==> src/rtl/lm_sm_sequencer_pkg.sv <==
// lm_sm_pkg: shared definitions for the LM/SM sequencer slice.
//   state_t : sequencer state encoding (IDLE / XFER)
//   REG_PC  : architectural index of the program counter (R7)
//   LIST_W  : register-list width, one bit per architectural register
package lm_sm_pkg;

  typedef enum logic {
    ST_IDLE = 1'b0,
    ST_XFER = 1'b1
  } state_t;

  localparam logic [2:0] REG_PC = 3'd7;
  localparam int         LIST_W = 8;

endpackage

==> src/rtl/lm_sm_sequencer_if.sv <==
// lm_sm_sequencer_if: request / transfer bundle between the RR/EX stage
// and the LM/SM sequencer.
//   master : pipeline side, drives start/is_lm/reg_list/base_addr/stall_in
//   slave  : sequencer side, drives busy, xfer_* strobes, lm_fwd, done
interface lm_sm_sequencer_if
  import lm_sm_pkg::*;
#(
  parameter int ADDR_W = 16,
  parameter int NREGS  = LIST_W
);

  logic              start;
  logic              is_lm;
  logic [NREGS-1:0]  reg_list;
  logic [ADDR_W-1:0] base_addr;
  logic              stall_in;

  logic              busy;
  logic              xfer_valid;
  logic [2:0]        xfer_reg;
  logic [ADDR_W-1:0] xfer_addr;
  logic              xfer_reg_we;
  logic              xfer_mem_we;
  logic              lm_fwd;
  logic              done;

  modport master (
    output start, is_lm, reg_list, base_addr, stall_in,
    input  busy, xfer_valid, xfer_reg, xfer_addr, xfer_reg_we,
           xfer_mem_we, lm_fwd, done
  );

  modport slave (
    input  start, is_lm, reg_list, base_addr, stall_in,
    output busy, xfer_valid, xfer_reg, xfer_addr, xfer_reg_we,
           xfer_mem_we, lm_fwd, done
  );

endinterface

==> src/rtl/lm_sm_sequencer_enc.sv <==
// lowest_set_enc8: 8-to-3 priority encoder, lowest set index wins.
//   vec : input bit vector
//   idx : index of the lowest set bit (0 when vec is zero)
//   any : vec has at least one bit set
module lowest_set_enc8
  import lm_sm_pkg::*;
(
  input  logic [LIST_W-1:0] vec,
  output logic [2:0]        idx,
  output logic              any
);

  // Scan from the top down so the lowest set bit is the last one written.
  always_comb begin
    idx = 3'd0;
    any = |vec;
    for (int i = LIST_W - 1; i >= 0; i--) begin
      if (vec[i]) idx = 3'(i);
    end
  end

endmodule

==> src/rtl/lm_sm_sequencer.sv <==
// lm_sm_sequencer: expands an LM/SM register list into one register
// transfer per cycle, ascending register order, consecutive addresses.
//   clk   : clock, all state on the rising edge
//   rst_n : synchronous active-low reset
//   bus   : lm_sm_sequencer_if.slave (request in, transfer strobes out)
//
//   state | meaning
//   IDLE  | no sequence; pipeline free, operand-A forwarding enabled
//   XFER  | one transfer per unstalled cycle, upstream held, lm_fwd=0
module lm_sm_sequencer
  import lm_sm_pkg::*;
#(
  parameter int ADDR_W = 16,
  parameter int NREGS  = LIST_W
) (
  input  logic               clk,
  input  logic               rst_n,
  lm_sm_sequencer_if.slave   bus
);

  state_t            r_state;
  state_t            w_state_nxt;
  logic [NREGS-1:0]  r_pending;
  logic [ADDR_W-1:0] r_addr;
  logic              r_mode;
  logic              r_empty_done;

  logic [2:0]        w_idx;
  logic              w_any;
  logic [NREGS-1:0]  w_rest;
  logic [2:0]        w_rest_idx;
  logic              w_rest_any;
  logic              w_accept;
  logic              w_advance;
  logic              w_last;
  logic              w_unused;

  lowest_set_enc8 u_enc_cur (
    .vec (r_pending),
    .idx (w_idx),
    .any (w_any)
  );

  assign w_rest = r_pending & ~(NREGS'(1) << w_idx);

  // Last transfer: nothing left once the current bit is retired.
  lowest_set_enc8 u_enc_rest (
    .vec (w_rest),
    .idx (w_rest_idx),
    .any (w_rest_any)
  );

  assign w_unused  = ^{w_rest_idx, w_any};
  assign w_accept  = (r_state == ST_IDLE) && bus.start && (|bus.reg_list);
  assign w_advance = (r_state == ST_XFER) && !bus.stall_in;
  assign w_last    = w_advance && !w_rest_any;

  always_ff @(posedge clk) begin
    if (!rst_n) r_state <= ST_IDLE;
    else        r_state <= w_state_nxt;
  end

  always_comb begin
    w_state_nxt = r_state;
    case (r_state)
      ST_IDLE: if (w_accept) w_state_nxt = ST_XFER;
      ST_XFER: if (w_last)   w_state_nxt = ST_IDLE;
      default:               w_state_nxt = ST_IDLE;
    endcase
  end

  always_ff @(posedge clk) begin
    if (!rst_n) begin
      r_pending    <= '0;
      r_addr       <= '0;
      r_mode       <= 1'b0;
      r_empty_done <= 1'b0;
    end else begin
      // An empty list never leaves IDLE; it only owes a done pulse.
      r_empty_done <= (r_state == ST_IDLE) && bus.start && (bus.reg_list == '0);
      if (w_accept) begin
        r_pending <= bus.reg_list;
        r_addr    <= bus.base_addr;
        r_mode    <= bus.is_lm;
      end else if (w_advance) begin
        r_pending <= w_rest;
        r_addr    <= r_addr + 1'b1;
      end
    end
  end

  always_comb begin
    bus.busy        = 1'b0;
    bus.xfer_valid  = 1'b0;
    bus.xfer_reg    = 3'd0;
    bus.xfer_addr   = '0;
    bus.xfer_reg_we = 1'b0;
    bus.xfer_mem_we = 1'b0;
    bus.lm_fwd      = 1'b1;
    bus.done        = r_empty_done;
    if (r_state == ST_XFER) begin
      bus.busy        = 1'b1;
      bus.xfer_valid  = 1'b1;
      bus.xfer_reg    = w_idx;
      bus.xfer_addr   = r_addr;
      bus.xfer_reg_we = r_mode & ~bus.stall_in;
      bus.xfer_mem_we = ~r_mode & ~bus.stall_in;
      bus.lm_fwd      = 1'b0;
      bus.done        = w_last;
    end
  end

endmodule

==> src/flat_wrapper.sv <==
// flat-port wrapper written by rule: the top's interface ports become plain ports
module lm_sm_sequencer_flat import lm_sm_pkg::*;
#(
  parameter int ADDR_W = 16,
  parameter int NREGS  = LIST_W
)
  (clk, rst_n, bus_start, bus_is_lm, bus_reg_list, bus_base_addr, bus_stall_in, bus_busy, bus_xfer_valid, bus_xfer_reg, bus_xfer_addr, bus_xfer_reg_we, bus_xfer_mem_we, bus_lm_fwd, bus_done);
  lm_sm_sequencer_if #(.ADDR_W(ADDR_W), .NREGS(NREGS)) bus_i ();
  input  logic clk;
  input  logic rst_n;
  input wire logic [$bits(bus_i.start)-1:0] bus_start;
  input wire logic [$bits(bus_i.is_lm)-1:0] bus_is_lm;
  input wire logic [$bits(bus_i.reg_list)-1:0] bus_reg_list;
  input wire logic [$bits(bus_i.base_addr)-1:0] bus_base_addr;
  input wire logic [$bits(bus_i.stall_in)-1:0] bus_stall_in;
  output wire logic [$bits(bus_i.busy)-1:0] bus_busy;
  output wire logic [$bits(bus_i.xfer_valid)-1:0] bus_xfer_valid;
  output wire logic [$bits(bus_i.xfer_reg)-1:0] bus_xfer_reg;
  output wire logic [$bits(bus_i.xfer_addr)-1:0] bus_xfer_addr;
  output wire logic [$bits(bus_i.xfer_reg_we)-1:0] bus_xfer_reg_we;
  output wire logic [$bits(bus_i.xfer_mem_we)-1:0] bus_xfer_mem_we;
  output wire logic [$bits(bus_i.lm_fwd)-1:0] bus_lm_fwd;
  output wire logic [$bits(bus_i.done)-1:0] bus_done;
  assign bus_i.start = bus_start;
  assign bus_i.is_lm = bus_is_lm;
  assign bus_i.reg_list = bus_reg_list;
  assign bus_i.base_addr = bus_base_addr;
  assign bus_i.stall_in = bus_stall_in;
  assign bus_busy = bus_i.busy;
  assign bus_xfer_valid = bus_i.xfer_valid;
  assign bus_xfer_reg = bus_i.xfer_reg;
  assign bus_xfer_addr = bus_i.xfer_addr;
  assign bus_xfer_reg_we = bus_i.xfer_reg_we;
  assign bus_xfer_mem_we = bus_i.xfer_mem_we;
  assign bus_lm_fwd = bus_i.lm_fwd;
  assign bus_done = bus_i.done;
  lm_sm_sequencer #(.ADDR_W(ADDR_W), .NREGS(NREGS)) u_core (.clk(clk), .rst_n(rst_n), .bus(bus_i));
endmodule
==> config.mk <==
export PLATFORM = sky130hd
export DESIGN_NAME = lm_sm_sequencer_flat
export DESIGN_NICKNAME = d
export VERILOG_FILES = /design/src/rtl/lm_sm_sequencer_pkg.sv /design/src/rtl/lm_sm_sequencer_if.sv /design/src/rtl/lm_sm_sequencer_enc.sv /design/src/rtl/lm_sm_sequencer.sv /design/src/flat_wrapper.sv
export SDC_FILE = /design/constraint.sdc
export NUM_CORES = 1
export LEC_CHECK = 0
export ABC_CLOCK_PERIOD_IN_PS = 2650
export BUFFER_PORTS_ARGS = -buffer_cell sky130_fd_sc_hd__buf_2
export CAP_MARGIN = 20
export CORE_ASPECT_RATIO = 0.7
export CORE_MARGIN = 4
export CORE_UTILIZATION = 46
export CTS_CLUSTER_SIZE = 25
export DETAILED_ROUTE_END_ITERATION = 7
export HOLD_SLACK_MARGIN = 0.03
export PLACE_DENSITY = 0.74
export SLEW_MARGIN = 15
export SYNTH_ARGS = -nofsm -noshare
export SYNTH_HDL_FRONTEND = slang
export SYNTH_SLANG_ARGS = --single-unit
==> constraint.sdc <==
create_clock -name clk -period 2.65 [get_ports clk]
set_clock_uncertainty 0.1 [all_clocks]
set_input_delay 0.265 -clock clk [delete_from_list [all_inputs] [get_ports clk]]
set_output_delay 0.265 -clock clk [all_outputs]
set_load 0.02 [all_outputs]
==> Word-level counts from Yosys, hierarchy flattened <==
Cells that the tools add are included.
{ "word_totals": {"ff_bits": 27, "wordCells": 47} }
{ "op_classes": {"n_addsub": 1, "shifts": 1, "mux": 22, "n_bitwise": 7, "reduce_logical": 11} }
{ "ops": {"columns": ["cell", "count"], "rows": [
  ["$mux 16", 3],
  ["$mux 3", 9],
  ["$add 16x1->16 const B", 1],
  ["$mux 8", 2],
  ["$reduce_or 8->1", 2],
  ["$and 8x8->8", 1],
  ["$logic_not 8->1", 1],
  ["$not 8->8", 1],
  ["$shl 1x3->8 const A", 1],
  ["$mux 1", 7],
  ["$logic_and 1x1->1", 5],
  ["$not 1->1", 3],
  ["$and 1x1->1", 2],
  ["$logic_not 1->1", 2],
  ["$pmux 1 s2", 1],
  ["$reduce_bool 2->1", 1]
]} }

==> Depth between registers and ports, before layout <==
Gate-level depths: netlist (run 1).
{ "depth": {"ltp_word": 16, "depth_mapped": 6, "mapped_depth_nobuf": 4} }

==> Hierarchy <==
From an unflattened synthesis (run 1), not the netlist that was laid out.
{ "hier_totals": {"cells_unflattened": 234, "area_unflattened_um2": 1785.5} }
{ "by_module_without_submodules": {"columns": ["module", "instances", "cells_per_inst", "area_per_inst_um2"], "rows": [
  ["lm_sm_sequencer", 1, 208, 1622.8],
  ["lowest_set_enc8", 2, 13, 81.3]
]} }

==> Worst setup path after synthesis (run 1) <==
Ideal clock, no wire load.
{ "synth_path": {"path_kind": "register to output", "start": "reg u_core.r_pending[0]", "end": "out bus_done", "arrival_time_ns": 1.911, "required_time_ns": 2.285, "setup_slack_ns": 0.374, "path_stages_with_launch": 6, "n_path_buf": 1, "path_cell_list": "dfxtp_1 > clkbuf_1 > or4_1 > or4_1 > a211o_1 > o21ai_0"} }
{ "synth_via": {"elab_chain_len": 8} }
{ "synth_lines": {"columns": ["element", "line", "text"], "rows": [
  ["from (decl)", "lm_sm_sequencer.sv:23", "logic [NREGS-1:0] r_pending;"],
  ["from (signal assigned)", "lm_sm_sequencer.sv:82", "r_pending <= bus.reg_list;"],
  ["from (signal assigned)", "lm_sm_sequencer.sv:86", "r_pending <= w_rest;"],
  ["$mux 3", "lm_sm_sequencer_enc.sv:18", "if (vec[i]) idx = 3'(i);"],
  ["$shl 1x3->8", "lm_sm_sequencer.sv:44", "assign w_rest = r_pending & ~(NREGS'(1) << w_idx);"],
  ["$not 8->8", "lm_sm_sequencer.sv:44", null],
  ["$and 8x8->8 (*)", "lm_sm_sequencer.sv:44", null],
  ["$reduce_or 8->1 (*)", "lm_sm_sequencer_enc.sv:16", "any = |vec;"],
  ["$logic_not 1->1 (*)", "lm_sm_sequencer.sv:56", "assign w_last = w_advance && !w_rest_any;"],
  ["$logic_and 1x1->1 (*)", "lm_sm_sequencer.sv:56", null],
  ["$mux 1 (*)", "lm_sm_sequencer.sv:101", "if (r_state == ST_XFER) begin"],
  ["to (decl)", "flat_wrapper.sv:23", "output wire logic [$bits(bus_i.done)-1:0] bus_done;"]
]} }
Mark *: on every way between the ends. The rest lies on a longest branch, timed or not.

==> Final worst setup path (run 1) <==
{ "layout_path": {"start": "reg u_core.r_pending[2]", "end": "out bus_done"} }
{ "layout_via": {"elab_chain_len": 10} }
{ "layout_lines": {"columns": ["element", "line"], "rows": [
  ["$mux 3 (3 in series)", "lm_sm_sequencer_enc.sv:18"],
  ["$shl 1x3->8", "lm_sm_sequencer.sv:44"],
  ["$not 8->8", "lm_sm_sequencer.sv:44"],
  ["$and 8x8->8 (*)", "lm_sm_sequencer.sv:44"],
  ["$reduce_or 8->1 (*)", "lm_sm_sequencer_enc.sv:16"],
  ["$logic_not 1->1 (*)", "lm_sm_sequencer.sv:56"],
  ["$logic_and 1x1->1 (*)", "lm_sm_sequencer.sv:56"],
  ["$mux 1 (*)", "lm_sm_sequencer.sv:101"]
]} }
Marks and branches as above.

==> run_results.csv, run 1 <==
group,metric,value,unit
clocking,cts_root_buffer,"clkbuf_8",
sta,hold_viol,0,
routing,dr.pass1.iters,4,
global_route,grtUsageTotal,0.208,
place,routabilityCongestion,0.915,
run_status,status,"completed",
clocking,clk_pin_slew,0.09,ns
place,hpwlAfterDp,3510,um
logic_synthesis,synth_top_area_share,0.326,
cells_and_area,fillers,310,
global_route,grt_max_degree,31,
sta,relSlewSlack,0.504,
routing,drt_iter0_drc,144,
logic_synthesis,syn_nets,248,
cells_and_area,layout.nets,296,
min_path,worstHoldPathType,"primary input to flop",
global_route,grt_pass1_vias,1571,
routing,via_per_inst,5.86,
clocking,clock_sinks,27,
logic_synthesis,synthArstFlopShare,0,
logic_synthesis,synthCells,218,
clocking,clkLatencyLatePin,0.28,ns
die,rows,17,
sta,fin_ws,0.0879,ns
die,die_w,79.8,um
power,peakVddDrop,0.410,mV
cells_and_area,regArea,543,um^2
routing,wirelength,4780,um
sta,rsz0062_at_grt,"false",
clocking,cts_buffer_depth,2,
logic_synthesis,synthFlopType,"dfxtp_1",
logic_synthesis,synthMostInstantiatedCell,"dfxtp_1",
routing,vias,1829,
logic_synthesis,ys_top_cells_by_area,"dfxtp_1 (33%), and2_1 (6.4%), nand2_1 (5.4%), clkbuf_1 (3.8%), nor2_1 (3.8%)",
sta,setup_tns,0,ns
place,dp_slack,0.314,ns
clocking,cts_tree,"built",
sta,setup-violations-final,0,
logic_synthesis,synth_area_per_cell,7.61,um^2
logic_synthesis,ys_warn_count,0,
clocking,htreeDepth,1,
critical_path,path_max_fanout,7,
sta,fin_crit,2.56,ns
critical_path,path_cells,"or4_4 -> or4_4 -> a211o_1 -> o21ai_0 -> buf_2",
global_route,antenna_found_initial,0,
place,io_buffers,53,
global_route,grt_remaining_overflow,0,
logic_synthesis,synth_cell_types,45,
clocking,cts_made_buffers,3,
die,io-pin-count,54,
cells_and_area,drive_gt1_frac,0.279,
logic_synthesis,synth_edf_count,0,
die,core,0.00330,mm^2
die,die-area,0.00465,mm^2
logic_synthesis,synth_top_area_cell,"dfxtp_1",
die,start_util,0.503,
logic_synthesis,yosysSeqAreaShare,0.326,
power,p_leak,0.862,nW
routing,final_antenna_net_count,0,
cells_and_area,diodes,0,
routing,route.detailed.drc,0,
critical_path,crit_path_frequent_cell,"or4_4",
critical_path,critPathTopFamily,"simple AND/OR/NAND/NOR gates",
critical_path,critical_path.max_stage_delay,0.57,ns
critical_path,cp.arrival,2.20,ns
power,p_clk_frac,0.237,
sta,worst_slew_pin_slew,0.743,ns
die,die_h,58.2,um
critical_path,worstPathRequired,2.29,ns
power,switching_share,0.338,
power,power.share.combinational,0.279,
routing,routedWlPerCell,15.3,um
critical_path,critPathBufInv,1,
cells_and_area,area_delta_synth_final,22.8,%
critical_path,critPathKind,"flop to output port",
sta,fmax,390,MHz
critical_path,critPathCaptureType,"output port",
logic_synthesis,synth_area,0.00166,mm^2
run,drv_cap,0,
sta,slew_violations,0,
power,pwr-share-seq,0.483,
sta,timing.final.crit_share,0.967,
critical_path,start_kind,"flop",
power,netSwitchingPower,0.339,mW
cells_and_area,multi_input_area,0.00102,mm^2
logic_synthesis,ys_seq_elements,27,
power,p_int,0.665,mW
power,power.density,493,mW/mm^2
global_route,grt_pass1_wl,7640,um
critical_path,critPathSlowestCell,"or4_4",
clocking,hold_buffers,0,
logic_synthesis,synthTopCellsByCount,"dfxtp_1 (27), nand2_1 (24), and2_1 (17), clkbuf_1 (17), nor2_1 (17)",
==> power by group through the flow <==
stage	clock network, mW	registers, mW	logic [mW]
floorplan	0	0.476	0.186
detailed placement	0	0.492	0.274
finish	0.238	0.485	0.280
global placement	0	0.490	0.276
global route	0.261	0.491	0.309
CTS	0.247	0.482	0.278
==> sequential cells by signal (all words and copies together), names as in the netlist <==
signal	flops
u_core.r_addr	16
u_core.r_empty_done	1
u_core.r_mode	1
u_core.r_pending	8
u_core.r_state	1
==> placed cells by master (no fill, tap or decap), types with 3 or more instances in the layout <==
cell type   n
a31oi_1     8
o211ai_1    6
or3_1       3
nor4_1      3
dfxtp_1    25
nand4_1     4
nand3_1     9
nand2_1    24
buf_4       8
inv_1       7
and2_1     17
nor3_1      4
a311oi_1    5
mux2i_1     4
a32oi_1     4
buf_2      53
or4_1       5
clkbuf_8    3
nor2_1     17
a21oi_1    12
o21ai_0     7
==> worst paths after layout <==
check                              startpoint                             end  slack [ns]  cells after the start
max          u_core.r_pending[2]$_SDFFE_PN0P_                        bus_done        0.09                      5
max reg2reg     u_core.r_addr[2]$_SDFFE_PN0P_  u_core.r_addr[15]$_SDFFE_PN0P_        0.32                      4
min                                 bus_is_lm      u_core.r_mode$_SDFFE_PN0P_        0.12                      3
min reg2reg        u_core.r_mode$_SDFFE_PN0P_      u_core.r_mode$_SDFFE_PN0P_        0.38                      2
==> cell type report <==
type / count / share of cell area
multi-input cells: 165 / 0.499
flip-flops and latches: 27 / 0.267
repair buffers: 62 / 0.170
well taps: 47 / 0.0289
clock buffers: 3 / 0.0203
inverters: 7 / 0.0129
clock inverters: 1 / 0.00246
==> cells by family after synthesis <==
group | share of synthesized area
AOI/OAI and AO/OA | 0.250
xor gates and xnor gates | 0.00528
adders and majority gates | 0.00754
buffers and inverters | 0.0656
DFF | 0.326
muxes | 0.0241
and+or+nand+nor | 0.322
==> worst reg2reg max path: stages (launching register included) <==
cell      delay (ns)
dfxtp_1         0.45
and4_1          0.39
or4b_4          0.54
or4_1           0.51
a311oi_1        0.25
==> per-layer routing <==
metal,wire [um],part of all wire,vias to the layer above,global-route usage
met5,0,0,-,0
met3,410,0.086,6,0.0497
met1,2420,0.51,842,0.316
met4,48,0.010,0,0.0651
met2,1900,0.40,73,0.285
li1,-,-,908,-
==> through the flow <==
| stage | utilization | hold WS, ns | cells | total power [mW] | cell area, um^2 |
|---|---|---|---|---|---|
| after global placement | 0.601 | 0.358 | 308 | 0.766 | 1980 |
| after global routing | 0.618 | 0.127 | 312 | 1.06 | 2040 |
| after floorplan | - | 0.295 | 218 | 0.661 | 1660 |
| after CTS | 0.616 | 0.112 | 312 | 1.01 | 2030 |
| final | 0.618 | 0.117 | 312 | 1.00 | 2040 |
| after detailed placement | 0.601 | 0.370 | 308 | 0.766 | 1980 |
==> timing repair <==
action | CTS | global route
gates resized for setup | 1 | 3
gates cloned | 0 | 0
endpoints found under the setup margin | 1 | 1
setup buffers | 0 | 0
hold endpoints to repair | 0 | 0
Note: power is estimated with default switching activity, not from simulation.
==> inputs of run 2 (changes only) <==
--- a/config.mk
+++ b/config.mk
@@ -5,7 +5,6 @@
 export SDC_FILE = /design/constraint.sdc
 export NUM_CORES = 1
 export LEC_CHECK = 0
-export ABC_CLOCK_PERIOD_IN_PS = 2650
 export BUFFER_PORTS_ARGS = -buffer_cell sky130_fd_sc_hd__buf_2
 export CAP_MARGIN = 20
 export CORE_ASPECT_RATIO = 0.7
@@ -13,6 +12,7 @@
 export CORE_UTILIZATION = 46
 export CTS_CLUSTER_SIZE = 25
 export DETAILED_ROUTE_END_ITERATION = 7
+export GPL_TIMING_DRIVEN = 0
 export HOLD_SLACK_MARGIN = 0.03
 export PLACE_DENSITY = 0.74
 export SLEW_MARGIN = 15
==> run_results.csv, run 2 (synthesized netlist as in run 1, its figures left out) <==
group,metric,value,unit
sta,fin_crit,2.57,ns
routing,route.detailed.drc,0,
power,power.density,496,mW/mm^2
global_route,grt_remaining_overflow,0,
run,drv_cap,0,
clocking,htreeDepth,1,
clocking,clkLatencyLatePin,0.28,ns
critical_path,cp.arrival,2.21,ns
critical_path,path_max_fanout,5,
cells_and_area,instances_no_fill,320,
die,start_util,0.503,
routing,vias,1845,
cells_and_area,multi_input_area,0.00102,mm^2
routing,routedWlPerCell,15.4,um
clocking,clock_sinks,27,
die,die_h,58.2,um
power,p_leak,0.853,nW
routing,drt_iter0_drc,124,
cells_and_area,diodes,0,
cells_and_area,regArea,547,um^2
cells_and_area,layout.nets,304,
cells_and_area,top_regs,"u_core.r_addr (16), u_core.r_pending (8)",
global_route,antenna_found_initial,0,
sta,slew_violations,0,
cells_and_area,most-common-layout-cells,"buf_2 (51), nand2_1 (24), dfxtp_1 (24), and2_1 (17), nor2_1 (17)",
cells_and_area,largest_reg_flops,16,
cells_and_area,final_common_cell,"buf_2",
cells_and_area,drive_gt1_frac,0.260,
critical_path,start_kind,"flop",
die,core,0.00330,mm^2
cells_and_area,regMostFlops,"u_core.r_addr",
die,rows,17,
routing,dr.pass1.iters,4,
routing,via_per_inst,5.77,
cells_and_area,fillers,339,
clocking,clk_pin_slew,0.10,ns
die,io-pin-count,54,
routing,wirelength,4920,um
clocking,cts_buffer_depth,2,
sta,fmax,389,MHz
sta,setup-violations-final,0,
sta,worst_slew_pin_slew,0.577,ns
clocking,cts_root_buffer,"clkbuf_8",
sta,timing.final.crit_share,0.971,
routing,final_antenna_net_count,0,
min_path,worstHoldPathType,"primary input to flop",
place,io_buffers,52,
critical_path,critPathKind,"flop to output port",
place,routabilityCongestion,0.844,
global_route,grtUsageTotal,0.214,
sta,hold_viol,0,
critical_path,critPathCaptureType,"output port",
place,placedCellCount,317,
die,die-area,0.00465,mm^2
sta,rsz0062_at_grt,"false",
clocking,cts_tree,"built",
clocking,cts_made_buffers,3,
sta,relSlewSlack,0.616,
clocking,hold_buffers,0,
cells_and_area,area_delta_synth_final,23.8,%
run_status,status,"completed",
global_route,grt_pass1_vias,1615,
die,die_w,79.8,um
global_route,grt_max_degree,18,
sta,setup_tns,0,ns
critical_path,worstPathRequired,2.29,ns
global_route,grt_pass1_wl,7900,um
place,hpwlAfterDp,3580,um
power,peakVddDrop,0.277,mV
[run 2: area by class of cell]
type / instances / share of cell area
inverter: 7 / 0.0128
clock inverter: 1 / 0.00426
buffer: 17 / 0.0378
timing repair buffer: 53 / 0.133
clock buffer: 3 / 0.0201
sequential: 27 / 0.266
tap: 47 / 0.0286
multi-input combinational: 165 / 0.497
[run 2: worst paths after layout]
path / start / slack, ns / depth (start not counted) / endpoint
worst min register to register: u_core.r_mode$_SDFFE_PN0P_ / 0.37 / 2 / u_core.r_mode$_SDFFE_PN0P_
worst max register to register: u_core.r_state$_SDFF_PN0_ / 0.37 / 6 / u_core.r_addr[2]$_SDFFE_PN0P_
worst min-delay path: bus_is_lm / 0.11 / 3 / u_core.r_mode$_SDFFE_PN0P_
worst max-delay path: u_core.r_pending[2]$_SDFFE_PN0P_ / 0.08 / 5 / bus_done
[run 2: worst max-delay path: stages, from the launching register on]
cell and delay, ns:
dfxtp_4 0.37, or4_4 0.56, or4_4 0.43, a211o_1 0.35
o21ai_2 0.09, buf_6 0.14
[run 2: per-layer routing]
layer	wire length [um]	track usage	up-vias
met5	0	0	-
met4	0	0.0169	0
met3	498	0.0466	0
met1	2390	0.327	842
li1	-	-	922
met2	2030	0.319	81
[run 2: report_power, final]
part	total (mW)	switching (mW)	leakage, nW	internal, mW
logic	0.283	0.169	0.603	0.114
registers	0.483	0.0436	0.224	0.439
clock network	0.253	0.143	0.0261	0.111
[run 2: timing repair]
item | in CTS | in global routing
cloned | 0 | 0
gates resized for setup | 5 | 7
pin swaps | 0 | 1
setup endpoints to repair | 1 | 1
setup buffers | 0 | 1
[run 2: through the flow]
| step | area, um^2 | hold slack, ns | power [mW] | utilization | setup WS [ns] |
|---|---|---|---|---|---|
| 2_1_floorplan | 1660 | 0.295 | 0.661 | - | 0.374 |
| 3_3_place_gp | 1980 | 0.353 | 0.756 | 0.600 | 0.175 |
| 3_5_place_dp | 1980 | 0.359 | 0.760 | 0.600 | 0.139 |
| 4_1_cts | 2030 | 0.104 | 1.01 | 0.616 | 0.00145 |
| 5_1_grt | 2050 | 0.0983 | 1.07 | 0.623 | 0.0143 |
| 6_report | 2050 | 0.106 | 1.02 | 0.623 | 0.0766 |
==> inputs of run 3 (changes only) <==
--- a/config.mk
+++ b/config.mk
@@ -9,12 +9,12 @@
 export CAP_MARGIN = 20
 export CORE_ASPECT_RATIO = 0.7
 export CORE_MARGIN = 4
-export CORE_UTILIZATION = 46
+export CORE_UTILIZATION = 45
 export CTS_CLUSTER_SIZE = 25
 export DETAILED_ROUTE_END_ITERATION = 7
 export GPL_TIMING_DRIVEN = 0
 export HOLD_SLACK_MARGIN = 0.03
-export PLACE_DENSITY = 0.74
+export PLACE_DENSITY = 0.75
 export SLEW_MARGIN = 15
 export SYNTH_ARGS = -nofsm -noshare
 export SYNTH_HDL_FRONTEND = slang
==> constraint.sdc (replaced) <==
create_clock -name clk -period 2.1 [get_ports clk]
set_clock_uncertainty 0.1 [all_clocks]
set_input_delay 0.21 -clock clk [delete_from_list [all_inputs] [get_ports clk]]
set_output_delay 0.21 -clock clk [all_outputs]
set_load 0.02 [all_outputs]
==> run_results.csv, run 3 (synthesized netlist as in run 1, its figures left out) <==
group,metric,value,unit
sta,fin_ws,-0.316,ns
sta,timing.hold.ws,0.0673,ns
clocking,clk_pin_slew,0.09,ns
die,core,0.00354,mm^2
die,die-area,0.00474,mm^2
routing,dr.pass1.iters,5,
cells_and_area,top_regs,"u_core.r_addr (16), u_core.r_pending (8)",
place,routabilityCongestion,0.829,
critical_path,r2r-start,"u_core.r_pending[3]$_SDFFE_PN0P_",
critical_path,crit_path_frequent_cell,"or4_4",
sta,relSlewSlack,0.583,
min_path,worstHoldPathType,"primary input to flop",
critical_path,critPathCaptureType,"output port",
sta,slew_violations,0,
die,rows,18,
die,die_h,58.8,um
critical_path,path_max_fanout,2,
run_status,status,"finished with violations",
critical_path,worstPathRequired,1.79,ns
min_path,min_from,"bus_is_lm",
sta,fmax,414,MHz
run_status,violations,"setup timing",
sta,timing.final.crit_share,1.15,
critical_path,cp.arrival,2.11,ns
sta,hold_viol,0,
routing,vias,1939,
routing,wirelength,5090,um
cells_and_area,regMostFlops,"u_core.r_addr",
cells_and_area,fin_util,0.620,
run,drv_cap,0,
global_route,grt_max_degree,16,
sta,fin_crit,2.42,ns
clocking,clkLatencyLatePin,0.27,ns
clocking,htreeDepth,1,
place,hpwlAfterDp,3470,um
die,io-pin-count,54,
place,io_buffers,52,
cells_and_area,final_common_cell,"buf_2",
cells_and_area,layout.nets,318,
global_route,antenna_found_initial,0,
cells_and_area,diodes,0,
critical_path,critical_path.max_stage_delay,0.53,ns
power,peakVddDrop,0.310,mV
power,power.density,588,mW/mm^2
sta,setup-violations-final,2,
die,die_w,80.6,um
clocking,cts_buffer_depth,2,
global_route,grtUsageTotal,0.212,
power,power,1.29,mW
clocking,hold_buffers,0,
cells_and_area,most-common-layout-cells,"buf_2 (51), nand2_1 (24), and2_1 (17), nor2_1 (17), dfxtp_1 (17)",
clocking,cts_made_buffers,3,
place,dp_slack,-0.335,ns
clocking,clock_sinks,27,
routing,final_antenna_net_count,0,
clocking,cts_root_buffer,"clkbuf_8",
global_route,grt_pass1_wl,7890,um
sta,worst_slew_pin_slew,0.626,ns
cells_and_area,largest_reg_flops,16,
routing,via_per_inst,5.75,
cells_and_area,drive_gt1_frac,0.334,
clocking,cts_tree,"built",
routing,route.detailed.drc,0,
routing,drt_iter0_drc,210,
critical_path,critPathSlowestCell,"or4_4",
critical_path,path_cells,"or4_4 -> or4_4 -> a211o_1 -> o21ai_2 -> buf_6",
critical_path,cp-startpoint,"u_core.r_pending[3]$_SDFFE_PN0P_",
die,start_util,0.469,
cells_and_area,area_delta_synth_final,32.1,%
sta,rsz0062_at_grt,"true",
sta,setup_tns,-0.362,ns
critical_path,start_kind,"flop",
power,p_leak,0.937,nW
critical_path,critPathKind,"flop to output port",
routing,routedWlPerCell,15.1,um
global_route,grt_remaining_overflow,0,
global_route,grt_pass1_vias,1606,
cells_and_area,fillers,347,
==> run 3: changes by cell type in the layout (fill, tap and decap cells not counted), sizes merged <==
cell    previous run  this run
buf               55        69
clkinv             0         1
inv                8         7
==> run 3: stage by stage <==
stage	cells	area (um^2)
2_1_floorplan	218	1670
3_3_place_gp	320	1990
3_5_place_dp	320	1990
4_1_cts	329	2110
5_1_grt	337	2190
6_report	337	2190
==> run 3: final timing paths <==
check,end,slack [ns],cells past startpoint
worst max-delay path,bus_done,-0.32,5
worst min-delay path,u_core.r_mode$_SDFFE_PN0P_,0.07,3
worst max register to register,u_core.r_state$_SDFF_PN0_,-0.05,5
worst min register to register,u_core.r_mode$_SDFFE_PN0P_,0.37,2
==> run 3: layout make-up <==
cell class                      count  area [um^2]  area share
Clock buffer                        3         41.3      0.0188
Sequential cell                    27          563       0.257
Multi-Input combinational cell    165         1030       0.469
Buffer                             17         83.8      0.0382
Clock inverter                      1         5.00     0.00228
Tap cell                           50         62.6      0.0285
Timing Repair Buffer               67          383       0.175
Inverter                            7         26.3      0.0120
==> run 3: layer usage <==
metal	track usage	share of wire	up-vias
li1	-	-	952
met1	0.328	0.47	887
met2	0.310	0.42	98
met3	0.0459	0.11	2
met4	0.0217	0.0026	0
met5	0	0	-
==> run 3: repair_timing <==
item                                    in CTS  in global routing
cloned                                       0                  0
pin swaps                                    3                  9
buffers inserted                             7                  8
gates resized for setup                     18                 10
hold endpoints to repair                     0                  0
endpoints found under the setup margin      14                 26
==> run 3: power breakdown <==
group          internal (mW)  switching (mW)  leakage (nW)  total (mW)
Clock                  0.133           0.163        0.0255       0.296
Sequential             0.555          0.0476         0.227       0.602
Combinational          0.164           0.226         0.685       0.390
Total                  0.852           0.436         0.937        1.29
==> run 3: critical path, delay by kind of cell (launching register included) <==
| family | cells | cell delay [ns] |
|---|---|---|
| simple gates | 2 | 0.96 |
| compound gates | 2 | 0.39 |
| flops | 1 | 0.35 |
| buf+inv | 1 | 0.14 |
